[src/rtl/rr_select_pkg.sv]
// ---------------------------------------------------------------------------
// rr_select_pkg : shared types and constants for the round-robin select encoder
// Revision 1.0
// ---------------------------------------------------------------------------
`default_nettype none

package rr_select_pkg;

  localparam int N_REQ = 4;
  localparam int PTR_W = $clog2(N_REQ);

  typedef enum logic [1:0] {
    S_IDLE    = 2'd0,
    S_GRANT   = 2'd1,
    S_RELEASE = 2'd2
  } state_e;

  // Hold counter must reach HOLD_MAX-1; never narrower than one bit.
  function automatic int cnt_width(input int hold_max);
    return (hold_max < 1) ? 1 : $clog2(hold_max + 1);
  endfunction

endpackage

`default_nettype wire

[src/rtl/rr_pick.sv]
// ---------------------------------------------------------------------------
// rr_pick : combinational rotate / priority-encode / un-rotate search
// Revision 1.0
// ---------------------------------------------------------------------------
`default_nettype none

module rr_pick
  import rr_select_pkg::*;
(
  input  logic [N_REQ-1:0] req,
  input  logic [PTR_W-1:0] ptr,
  output logic [PTR_W-1:0] idx,
  output logic             any
);

  logic [N_REQ-1:0] w_rot;
  logic [PTR_W-1:0] w_enc;

  always_comb begin
    w_rot = '0;
    for (int i = 0; i < N_REQ; i++) begin
      w_rot[i] = req[(i + int'(ptr)) % N_REQ];
    end
  end

  // Scan downward so the lowest rotated position (closest to ptr) wins.
  always_comb begin
    w_enc = '0;
    for (int i = N_REQ - 1; i >= 0; i--) begin
      if (w_rot[i]) w_enc = PTR_W'(i);
    end
  end

  assign idx = w_enc + ptr;
  assign any = |req;

endmodule

`default_nettype wire

[src/rtl/rr_select_encoder.sv]
// ---------------------------------------------------------------------------
// rr_select_encoder : round-robin arbiter driving a 2-to-4 decoder select/enable
// Revision 1.0
// ---------------------------------------------------------------------------
`default_nettype none

module rr_select_encoder
  import rr_select_pkg::*;
#(
  parameter int HOLD_MAX = 16
) (
  input  logic             Clock,
  input  logic             Reset,
  input  logic [N_REQ-1:0] req,
  input  logic             done,
  output logic [PTR_W-1:0] W,
  output logic             En,
  output logic             busy
);

  localparam int               CW         = cnt_width(HOLD_MAX);
  localparam bit               TIMEOUT_EN = (HOLD_MAX != 0);
  localparam logic [CW-1:0]    CNT_LAST   = TIMEOUT_EN ? CW'(HOLD_MAX - 1) : '0;

  state_e           state_q, state_d;
  logic [PTR_W-1:0] ptr_q, ptr_d;
  logic [CW-1:0]    cnt_q, cnt_d;
  logic [PTR_W-1:0] W_q, W_d;
  logic             En_q, En_d;
  logic             busy_q, busy_d;

  logic [PTR_W-1:0] w_pick_idx;
  logic             w_pick_any;
  logic             w_timeout;
  logic             w_release;

  rr_pick u_pick (
    .req (req),
    .ptr (ptr_q),
    .idx (w_pick_idx),
    .any (w_pick_any)
  );

  assign w_timeout = TIMEOUT_EN && (cnt_q == CNT_LAST);
  assign w_release = done || !req[W_q] || w_timeout;

  always_comb begin
    state_d = state_q;
    ptr_d   = ptr_q;
    cnt_d   = cnt_q;
    W_d     = W_q;
    En_d    = En_q;
    case (state_q)
      S_IDLE: begin
        if (w_pick_any) begin
          state_d = S_GRANT;
          W_d     = w_pick_idx;
          En_d    = 1'b1;
          cnt_d   = '0;
        end
      end
      S_GRANT: begin
        // W is left untouched so the decoder select never moves while enabled.
        if (w_release) begin
          state_d = S_RELEASE;
          En_d    = 1'b0;
          ptr_d   = W_q + PTR_W'(1);
        end else if (TIMEOUT_EN && (cnt_q != CNT_LAST)) begin
          cnt_d = cnt_q + CW'(1);
        end
      end
      S_RELEASE: begin
        state_d = S_IDLE;
      end
      default: begin
        state_d = S_IDLE;
        En_d    = 1'b0;
      end
    endcase
    busy_d = (state_d != S_IDLE);
  end

  always_ff @(posedge Clock) begin
    if (Reset) begin
      state_q <= S_IDLE;
      ptr_q   <= '0;
      cnt_q   <= '0;
      W_q     <= '0;
      En_q    <= 1'b0;
      busy_q  <= 1'b0;
    end else begin
      state_q <= state_d;
      ptr_q   <= ptr_d;
      cnt_q   <= cnt_d;
      W_q     <= W_d;
      En_q    <= En_d;
      busy_q  <= busy_d;
    end
  end

  assign W    = W_q;
  assign En   = En_q;
  assign busy = busy_q;

endmodule

`default_nettype wire

[config.mk]
export PLATFORM = sky130hd
export DESIGN_NAME = rr_select_encoder
export DESIGN_NICKNAME = d
export VERILOG_FILES = /design/src/rtl/rr_select_pkg.sv /design/src/rtl/rr_pick.sv /design/src/rtl/rr_select_encoder.sv
export SDC_FILE = /design/constraint.sdc
export NUM_CORES = 1
export LEC_CHECK = 0
export CORE_MARGIN = 5
export CORE_UTILIZATION = 50
export DETAILED_ROUTE_END_ITERATION = 8
export GPL_TIMING_DRIVEN = 0
export HOLD_SLACK_MARGIN = 0.08
export PLACE_DENSITY = 0.7
export REMOVE_ABC_BUFFERS = 1
export SYNTH_ARGS = -nofsm -noshare
export SYNTH_HDL_FRONTEND = slang
export SYNTH_SLANG_ARGS = --single-unit
[constraint.sdc]
create_clock -name Clock -period 2.5 [get_ports Clock]
set_input_delay 0.5 -clock Clock [delete_from_list [all_inputs] [get_ports Clock]]
set_output_delay 0.5 -clock Clock [all_outputs]
set_load 0.03 [all_outputs]
[Word-level counts from Yosys, hierarchy flattened]
Index checks and enable logic that the tools add are counted.
Operators by class
  $add $sub $neg: 6
  order comparisons: 5
  eq/ne operators: 8
  multiplexer cells: 27
  bitwise gates (word level): 4
  reduce and logical (&&, ||, !) cells: 14
Operators with widths (number)
  2-to-1 mux 5 bit: 3
  less-than comparator 3 x 4 -> 1 bit (second input constant): 3
  2-to-1 mux 2 bit: 6
  binary-select mux 1 bit (select 2 bit): 5
  2-to-1 mux 1 bit: 10
  one-hot mux 5 bit (2 select lines): 1
  less-than comparator 2 x 3 -> 1 bit (second input constant): 2
  inequality test 2 bit (second input constant): 3
  OR reduction 2 bit: 3
  adder 5 x 1 -> 5 bit (second input constant): 1
  equality test 5 x 4 -> 1 bit (second input constant): 1
  inequality test 5 x 4 -> 1 bit (second input constant): 1
  adder 2 bit (first input constant): 2
  one-hot mux 2 bit (2 select lines): 1
  AND reduction 2 bit: 2
  AND reduction 4 bit: 1
  nonzero test 2 bit: 2
  OR reduction 4 bit: 1
  AND 1 bit (first input constant): 3
  one-hot mux 1 bit (3 select lines): 1
  AND reduction 3 bit: 1
  adder 1 x 2 -> 2 bit (first input constant): 1
  adder 2 x 1 -> 2 bit (second input constant): 1
  adder 2 bit: 1
  7 further kinds: 8
Storage, ports and cells
  flip-flop bits (word level): 13
  output and inout bits: 4
  logic and storage cells: 70

[Longest topological paths before layout]
Gate-level depths: netlist of run 1.
  word-level depth: 11
  gate-level depth with buffers: 9
  depth with buffers taken out: 8

[By module]
From an unflattened synthesis of run 1, not the netlist that was laid out.
Unflattened totals
  cells, all modules: 95
  area total of the unflattened synthesis: 784.5 um^2
By module, submodules not included
  rr_select_encoder: times used 1, cells each 70, area an instance 618.1 um^2, sequential area each 260.2 um^2
  rr_pick: times used 1, cells each 25, area an instance 166.4 um^2, sequential area each 0.0 um^2

[Least setup slack after synthesis of run 1]
OpenSTA, ideal clock, no wires.
  path kind: input -> register
  start: in req[0]
  end: reg W_q[1] (netlist: W[1])
  setup time: 0.086 ns
  arrival time: 1.692 ns
  required time: 2.414 ns
  slack: 0.722 ns
  stages: 9
  cell sequence: buf_6 -> nor2_1 -> nor3_1 -> a21oi_1 -> o21ai_0 -> ha_1 -> xnor2_1 -> xnor2_1 -> a211oi_1
Between the ends
  cells in the longest elaborated chain, start to end: 8
Ends and longest elaborated chain
  from (decl): line rr_select_encoder.sv:14  | input logic [N_REQ-1:0] req,
  binary-select mux 1 bit (select 2 bit): line rr_pick.sv:22  | w_rot[i] = req[(i + int'(ptr)) % N_REQ];
  2-to-1 mux 1 bit (not written as such) (2 in a row): line rr_pick.sv:22
  2-to-1 mux 2 bit (4 in a row): line rr_pick.sv:30  | if (w_rot[i]) w_enc = PTR_W'(i);
  adder 2 bit: line rr_pick.sv:34  | assign idx = w_enc + ptr;
  to (signal assigned): line rr_select_encoder.sv:95  | W_q <= W_d;
  to (decl): line rr_select_encoder.sv:28  | logic [PTR_W-1:0] W_q, W_d;
Parallel ways exist; a longest one is shown, timed or not. The select of a mux whose other input is x is not followed.
A chain may end at the register's enable or synchronous reset.

[Worst setup path after layout of run 1]
  start: in req[3]
  end: reg W_q[1] (netlist: W[1])
Same word-level chain as after synthesis.

==> impl_metrics.tcl, run 1 <==
set metrics [dict create \
    worst_slew_pin_slew_ns 0.587 \
    reg2reg_to "cnt_q[3]" \
    synth.distinct_cells 32 \
    gp_congestion 0.789 \
    avgViaCountPerCell 5.97 \
    rsz0062_at_grt "no" \
    antenna_found_initial 0 \
    met3_usage_pct 3.61 \
    cts_setup_buffers 0 \
    track_usage_pct 14.5 \
    syn_area_um2 782 \
    fmax_mhz 452 \
    first_pass_iters 4 \
    yosys-top-cells-area "dfxtp_1 (33%), nor2_1 (6.2%), xnor2_1 (5.6%)" \
    initial_core_util_pct 52.5 \
    worstPathRequired_ns 2.68 \
    io_buffers 10 \
    outcome "completed" \
    post-route-min-period_ns 2.21 \
    setup_viol 0 \
    die_y_um 49.5 \
    area_delta_synth_final_pct 14.7 \
    num_rows 14 \
    hpwl_um 1150 \
    wl_um 1570 \
    ys_seq_area_share_pct 33.3 \
    synthCells 90 \
    fp.dieArea_um2 2450 \
    critPathCaptureType "register" \
    core-area_um2 1490 \
    min_period_over_period_pct 88.5 \
    first_iter_violations 17 \
    hold_path_end "cnt_q[4]" \
    vias 692 \
    yosysTopAreaCell "dfxtp_1" \
    hold-path-cell-count 2 \
    hp-class "reg -> reg" \
    overflow 0 \
    synth.avg_cell_area_um2 8.69 \
    whs_ns 0.485 \
    drv_slew 0 \
    arrival_ns 2.40 \
    yosysTopAreaCellShare_pct 33.3 \
    finalWorstSetupSlack_ns 0.288 \
    maxCapViolations 0 \
    globalRouteMet1Util_pct 20.4 \
    cts_max_level 1 \
    antenna_cells 0 \
    crit_type "in -> reg" \
    grt_busiest_layer "met2" \
    cts_buffers 3 \
    grt_pass1_vias 598 \
    die_w_um 49.5 \
    reg2regPathDepth 8 \
    wl_per_cell_um 13.6 \
    finalHoldViolations 0 \
    grt_pass1_wl_um 2780 \
    synth-seq-cells 13 \
    holdBufCountCts 0 \
    cts_tree "done" \
    regToRegSetupSlack_ns 0.61 \
    hold_start "cnt_q[4]" \
    insertion_delay_ns 0.27 \
    relSlewSlack_pct 60.8 \
    met2_usage_pct 20.6 \
    finish.utilization_pct 60.3 \
    cp_max_fo 7 \
    power_density_nw_per_um2 638 \
    leakage_nw 0.321 \
    yosys_warnings 0 \
    grt_max_degree 15 \
    drc 0 \
    tns_ns 0 \
    skew_ns 0.000339 \
    numClockSinks 13 \
    ir_drop_mv 0.432 \
    final_nets 111 \
    layout-drive-gt1-share_pct 12.0 \
    dpl_worst_slack_ns 0.0236 \
    drtAntennaViolNets 0 \
    cp-start-kind "input pin" \
    cts_resized 0 \
    io_pins 11 \
    worstReg2RegStart "cnt_q[0]" \
    clock_path_buffers 2 \
    cts_root_buffer "clkbuf_4" \
    path_clk_slew_ns 0.08 \
]
## how the worst max path moves through the flow
stage / start / endpoint / slack (ns)
after floorplan: cnt_q[0] / cnt_q[3] / 0.77
after global placement: req[3] / W[1] / 0.07
after detailed placement: req[3] / W[1] / 0.02
after CTS: req[3] / W[1] / 0.29
after global routing: req[3] / W[1] / 0.14
final: req[3] / W[1] / 0.29
## area by class of cell
type                    count  area, µm²
multi-input cells          68        472
clock buffers               4       26.3
flip-flops and latches     13        260
fillers                   138        592
inverters                   5       18.8
repair buffers             10        100
well taps                  16       20.0
## Yosys cell counts
cell / n
dfxtp_1: 13
nor2_1: 13
a21oi_1: 5
inv_1: 5
nand3_1: 5
xnor2_1: 5
nand2b_1: 4
a211oi_1: 3
ha_1: 3
nand2_1: 3
nor3_1: 3
o21ai_0: 3
a211oi_2: 2
buf_6: 2
nor2_2: 2
nor3_2: 2
o32ai_1: 2
a211o_1: 1
a21oi_2: 1
a311oi_1: 1
a32oi_1: 1
and3_1: 1
buf_2: 1
clkbuf_1: 1
mux4_2: 1
nand3b_1: 1
nand3b_4: 1
nor2b_1: 1
nor4_1: 1
o311a_1: 1
o31ai_1: 1
or2_1: 1
## sequential cells by signal, summed over array words and instances, names as in the netlist
register  flops
W             2
En            1
state_q       2
busy          1
ptr_q         2
cnt_q         5
## stage by stage
step           power, mW  std cells  cell area (µm²)
6_report           0.573        116              897
5_1_grt            0.614        116              897
4_1_cts            0.579        116              897
3_5_place_dp       0.447        112              871
3_3_place_gp       0.443        112              871
2_1_floorplan      0.383         86              751
## cell usage in the layout, fill, tap and decap left out
cell type	Yosys	routed
clkbuf_1	1	1
o21ai_0	3	3
nand3b_4	1	1
nand2b_1	4	4
nand3_1	5	5
and3_1	1	1
dfxtp_1	13	13
ha_1	3	3
nor3_1	3	3
nor4_1	1	1
a211oi_1	3	3
nand3b_1	1	1
nor2_2	2	2
a21oi_1	5	5
nor3_2	2	2
o32ai_1	2	2
clkbuf_4	0	3
a21oi_2	1	1
xnor2_1	5	5
a211oi_2	2	2
o31ai_1	1	1
mux4_2	1	1
inv_1	5	5
or2_1	1	1
nand2_1	3	3
nor2b_1	1	1
nor2_1	13	13
o311a_1	1	1
a211o_1	1	1
a311oi_1	1	1
clkdlybuf4s50_1	0	10
a32oi_1	1	1
## worst max-delay path, stage by stage
cell,delay (ns)
clkdlybuf4s50_1,0.60
inv_1,0.11
o311a_1,0.33
o21ai_0,0.21
ha_1,0.20
xnor2_1,0.13
xnor2_1,0.09
a211oi_1,0.23
## kinds of logic (layout without fill, tap and decap cells)
| family | count (synthesis) | in the layout | share of synthesized area [%] |
|---|---|---|---|
| buffers and inverters | 9 | 19 | 6.40 |
| AO/OA/AOI/OAI | 21 | 21 | 20.2 |
| XOR/XNOR | 5 | 5 | 5.60 |
| AND/OR/NAND/NOR | 38 | 38 | 26.9 |
| flip-flops | 13 | 13 | 33.3 |
| adder cells (fa/ha/maj) | 3 | 3 | 4.80 |
| multiplexers | 1 | 1 | 2.88 |
## per-layer routing
metal	share of wire (%)	vias to the layer above
li1	-	342
met5	0	-
met2	45	18
met1	48	328
met3	6.0	4
met4	1.3	0
## report_power, final
part	total (mW)	internal (mW)	switching, mW
Sequential	0.258	0.228	0.0300
Clock	0.131	0.0618	0.0691
Combinational	0.183	0.0836	0.0999
Power figures use the tool's default switching activity.
==> run 2, diff against run 1 <==
--- a/config.mk
+++ b/config.mk
@@ -5,12 +5,13 @@
 export SDC_FILE = /design/constraint.sdc
 export NUM_CORES = 1
 export LEC_CHECK = 0
-export CORE_MARGIN = 5
+export ABC_AREA = 1
+export CORE_MARGIN = 1.5
 export CORE_UTILIZATION = 50
 export DETAILED_ROUTE_END_ITERATION = 8
 export GPL_TIMING_DRIVEN = 0
 export HOLD_SLACK_MARGIN = 0.08
-export PLACE_DENSITY = 0.7
+export PLACE_DENSITY = 0.69
 export REMOVE_ABC_BUFFERS = 1
 export SYNTH_ARGS = -nofsm -noshare
 export SYNTH_HDL_FRONTEND = slang
==> impl_metrics.tcl, run 2 <==
set metrics [dict create \
    reg2reg_to "W[1]" \
    cp_slowest_cell "clkdlybuf4s50_1" \
    hold_start "En" \
    synth_xor_area_share_pct 3.02 \
    finalWorstSetupSlack_ns 0.497 \
    internal_power_mw 0.422 \
    die_y_um 44.7 \
    outcome "completed" \
    hpwl_um 1360 \
    dpl_worst_slack_ns 0.192 \
    yosys.area_share.simple_pct 43.3 \
    switching_share_pct 41.6 \
    arrival_ns 2.19 \
    final_nets 158 \
    cp-start-kind "input pin" \
    synth-edff-count 0 \
    ir_drop_mv 0.417 \
    synth.avg_cell_area_um2 6.44 \
    avgViaCountPerCell 5.12 \
    numClockSinks 13 \
    fmax_mhz 499 \
    power_density_nw_per_um2 725 \
    skew_ns 0.00642 \
    whs_ns 0.466 \
    regToRegSetupSlack_ns 0.62 \
    antenna_found_initial 0 \
    reg2regPathDepth 14 \
    finalHoldViolations 0 \
    cts_tree "done" \
    p_seq_share_pct 38.1 \
    hold_path_end "En" \
    insertion_delay_ns 0.27 \
    hold-path-cell-count 2 \
    synth-seq-cells 13 \
    place_inst 159 \
    maxCapViolations 0 \
    core-area_um2 1560 \
    synth.distinct_cells 23 \
    grt_pass1_wl_um 2900 \
    cp_cell_sequence "clkdlybuf4s50_1 > inv_1 > nand2_1 > nand2_1 > nand2_1 > nand2_2 > a31oi_1 > nor2_1 > ha_1 > xnor2_1 > inv_1 > nand2_1 > nand3_1 > nand2_1 > inv_1" \
    grt_max_degree 11 \
    yosysMostFrequentCell "nand2_1" \
    num_rows 14 \
    yosys_warnings 0 \
    critPathCaptureType "register" \
    worstPathRequired_ns 2.68 \
    post-route-min-period_ns 2.00 \
    design_area_um2 997 \
    io_pins 11 \
    synthAdderAreaFrac_pct 4.32 \
    wl_um 1660 \
    io_buffers 10 \
    drtAntennaViolNets 0 \
    leakage_nw 0.484 \
    power_switching_mw 0.301 \
    fp.dieArea_um2 2000 \
    first_pass_iters 4 \
    cts_setup_buffers 0 \
    cp_max_fo 3 \
    wl_per_cell_um 10.2 \
    area_delta_synth_final_pct 14.7 \
    yosysTopAreaCell "dfxtp_1" \
    worst_slew_pin_slew_ns 0.423 \
    overflow 0 \
    drv_slew 0 \
    multiInputGateArea_um2 522 \
    synth_compound_area_share_pct 9.35 \
    synth_top_family_by_area "simple AND/OR/NAND/NOR gates" \
    first_iter_violations 10 \
    register_area_um2 260 \
    initial_core_util_pct 55.8 \
    finalPower_mw 0.723 \
    finish.utilization_pct 64.0 \
    relSlewSlack_pct 71.8 \
    clock_path_buffers 2 \
    final_common_cell "nand2_1" \
    syn_area_um2 870 \
    yosysTopAreaCellShare_pct 29.9 \
    yosys-top-cells-area "dfxtp_1 (30%), nand2_1 (18%), nand2_2 (8.6%)" \
    cp_top_family "buffers and inverters" \
    largest-register "cnt_q" \
    synth_commonest_cells "nand2_1 (42), dfxtp_1 (13), inv_1 (13)" \
    cts_buffers 3 \
    synthCells 135 \
    critPathMaxStageDelay_ns 0.51 \
    async_reset_ff_share_pct 0 \
    largest_register_ffs 5 \
    ys_seq_area_share_pct 29.9 \
    min_period_over_period_pct 80.1 \
    postPlaceCellArea_um2 971 \
    cts_resized 0 \
    grt_pass1_vias 748 \
    cts_root_buffer "clkbuf_4" \
    drc 0 \
    path_clk_slew_ns 0.08 \
    cp_common_cell "nand2_1" \
    vias 835 \
    tns_ns 0 \
    synthFlopType "dfxtp_1" \
    final_cells 163 \
    setup_viol 0 \
    pwr-share-clk_pct 17.9 \
    worstReg2RegStart "ptr_q[0]" \
    cts_max_level 1 \
    gp_congestion 0.781 \
    hp-class "reg -> reg" \
    fillCellCount 156 \
    critPathBufInv 4 \
    die_w_um 44.7 \
    rsz0062_at_grt "no" \
    p_comb_share_pct 44.0 \
    crit_type "in -> reg" \
    layout-drive-gt1-share_pct 15.6 \
    synthMuxAreaShare_pct 0 \
    holdBufCountCts 0 \
    final_cell_mix "nand2_1 (42), dfxtp_1 (13), inv_1 (13), nand2_2 (12), nor2_1 (12)" \
    antenna_cells 0 \
    track_usage_pct 19.8 \
]
run 2: cell types whose count changed in the layout (fill, tap and decap cells not counted), moves of 3 or more:
cell and change:
a211oi_1 -3, a21oi_1 +4, inv_1 +8, inv_2 +3
nand2_1 +39, nand2_2 +12, nand2b_1 -4, nand3_1 +4
nor3_1 -3, xnor2_1 -4
run 2: tightest hold or removal path, delay by kind of cell (launching register included):
family          cells  cell delay, ns
flops               1            0.32
simple gates        1            0.06
compound gates      1            0.05
run 2: area by class of cell:
type,instances,area share [%]
inverters,17,6.90
repair buffers,10,10.0
well taps,16,2.01
flip-flops and latches,13,26.1
clock buffers,4,2.63
multi-input cells,103,52.3
run 2: how the worst max path moves through the flow:
| stage | slack (ns) | end | start | cells past startpoint |
|---|---|---|---|---|
| finish | 0.50 | W[1] | req[0] | 15 |
| detailed placement | 0.19 | W[1] | req[0] | 15 |
| global route | 0.32 | W[1] | req[0] | 15 |
| floorplan | 0.80 | W[1] | ptr_q[0] | 14 |
| CTS | 0.47 | W[1] | req[0] | 15 |
| global placement | 0.23 | W[1] | req[0] | 15 |
run 2: cell families (layout without fill, tap and decap cells):
logic type	count (synthesis)	count (layout)
and+or+nand+nor	81	81
buffers and inverters	19	31
AOI/OAI and AO/OA	16	16
DFF	13	13
adders and majority gates	3	3
xor gates and xnor gates	3	3
run 2: routing by layer:
metal	track usage [%]	wire length (µm)
met1	21.2	718
met5	0	0
met2	36.2	878
met3	3.60	29
met4	10.9	34
run 2: power groups by stage:
stage	registers (mW)	clock network, mW	logic (mW)
detailed placement	0.280	0	0.321
CTS	0.276	0.131	0.322
global placement	0.280	0	0.313
global route	0.281	0.141	0.358
floorplan	0.301	0	0.214
finish	0.275	0.130	0.318
==> run 3, diff against run 2 <==
==> constraint.sdc (replaced) <==
create_clock -name Clock -period 2.1 [get_ports Clock]
set_input_delay 0.42 -clock Clock [delete_from_list [all_inputs] [get_ports Clock]]
set_output_delay 0.42 -clock Clock [all_outputs]
set_load 0.03 [all_outputs]
==> impl_metrics.tcl, run 3 (synthesis gave the netlist of run 2 again) <==
set metrics [dict create \
    cp_top_family "buffers and inverters" \
    first_pass_iters 4 \
    fmax_mhz 525 \
    finish.utilization_pct 64.4 \
    final_nets 158 \
    dpl_worst_slack_ns -0.128 \
    first_iter_violations 11 \
    worstPathRequired_ns 2.28 \
    crit_type "in -> reg" \
    wl_um 1660 \
    clock_path_buffers 2 \
    cts_root_buffer "clkbuf_4" \
    final_cell_mix "nand2_1 (42), dfxtp_1 (13), inv_1 (13), nand2_2 (12), nor2_1 (12)" \
    gp_congestion 0.781 \
    layout-drive-gt1-share_pct 16.3 \
    rsz0062_at_grt "no" \
    io_buffers 10 \
    postPlaceCellArea_um2 971 \
    antenna_cells 0 \
    outcome "completed" \
    grt_pass1_wl_um 2900 \
    critPathCaptureType "register" \
    min_period_over_period_pct 90.7 \
    insertion_delay_ns 0.27 \
    drc 0 \
    area_delta_synth_final_pct 15.5 \
    die_y_um 44.7 \
    cp_slowest_cell "clkdlybuf4s50_1" \
    wl_per_cell_um 10.2 \
    grt_busiest_layer "met2" \
    critPathBufInv 4 \
    arrival_ns 2.09 \
    relSlewSlack_pct 71.8 \
    critPathMaxStageDelay_ns 0.51 \
    largest_register_ffs 5 \
    setup_viol 0 \
    final_common_cell "nand2_1" \
    power_density_nw_per_um2 862 \
    post-route-min-period_ns 1.90 \
    core-area_um2 1560 \
    cp-start-kind "input pin" \
    skew_ns 0.00642 \
    largest-register "cnt_q" \
    num_rows 14 \
    overflow 0 \
    path_clk_slew_ns 0.08 \
    leakage_nw 0.486 \
    cts_max_level 1 \
    drtAntennaViolNets 0 \
    io_pins 11 \
    maxCapViolations 0 \
    avgViaCountPerCell 5.12 \
    drv_slew 0 \
    finalPower_mw 0.866 \
    ir_drop_mv 0.498 \
    met3_usage_pct 3.60 \
    globalRouteMet1Util_pct 21.2 \
    track_usage_pct 19.8 \
    cp_max_fo 3 \
    finalWorstSetupSlack_ns 0.195 \
    cts_tree "done" \
    numClockSinks 13 \
    worst_slew_pin_slew_ns 0.423 \
    cp_cell_sequence "clkdlybuf4s50_1 > inv_1 > nand2_1 > nand2_1 > nand2_1 > nand2_2 > a31oi_1 > nor2_1 > ha_1 > xnor2_2 > inv_1 > nand2_1 > nand3_1 > nand2_1 > inv_1" \
    cts_buffers 3 \
    die_w_um 44.7 \
    finalHoldViolations 0 \
    antenna_found_initial 0 \
    design_area_um2 1000 \
    fp.dieArea_um2 2000 \
    cp_common_cell "nand2_1" \
    grt_max_degree 11 \
    hp-class "reg -> reg" \
    initial_core_util_pct 55.8 \
    vias 835 \
    met2_usage_pct 36.2 \
    holdBufCountCts 0 \
    grt_pass1_vias 748 \
    hpwl_um 1360 \
]
-- run 3: cell types whose count changed in the layout (fill, tap and decap cells not counted) --
cell,change
xnor2_2,+1
xnor2_1,-1
-- run 3: worst register-to-register path: cells and delay by family (launching register included) --
family                   cells  cell delay [ns]
AO/OA/AOI/OAI                1             0.14
XOR/XNOR                     1             0.15
adder cells (fa/ha/maj)      1             0.20
buffers and inverters        3             0.17
flip-flops                   1             0.59
AND/OR/NAND/NOR              8             0.52
-- run 3: final timing paths --
kind | start | depth (start not counted) | slack [ns] | endpoint
setup / recovery | req[0] | 15 | 0.20 | W[1]
hold / removal | En | 2 | 0.47 | En
setup reg to reg | ptr_q[0] | 14 | 0.23 | W[1]
hold reg to reg | En | 2 | 0.47 | En
-- run 3: repair_timing --
item	in CTS	in global routing
buffers inserted	0	0
gates resized for setup	0	1
endpoints found under the setup margin	0	1
-- run 3: per-layer routing --
layer / vias to the layer above / wire [µm]
met4: 0 / 34
met2: 5 / 879
met1: 377 / 721
li1: 449 / -
met3: 4 / 29
met5: - / 0
-- run 3: cell type report --
class / instances / area, µm²
fill: 155 / 554
timing repair buffer: 10 / 100
tap: 16 / 20.0
multi-input combinational: 103 / 529
clock buffer: 4 / 26.3
inverter: 17 / 68.8
sequential: 13 / 260
-- run 3: per-stage QoR --
step	TNS, ns	hold slack (ns)	instances
after floorplan	0	0.455	133
after global placement	-0.0946	0.451	159
after detailed placement	-0.128	0.456	159
after CTS	0	0.467	163
after global routing	0	0.496	163
final	0	0.466	163
-- run 3: report_power, final --
group	switching (mW)	internal (mW)	total, mW
combinational	0.234	0.149	0.383
clock	0.0809	0.0735	0.154
sequential	0.0450	0.284	0.329
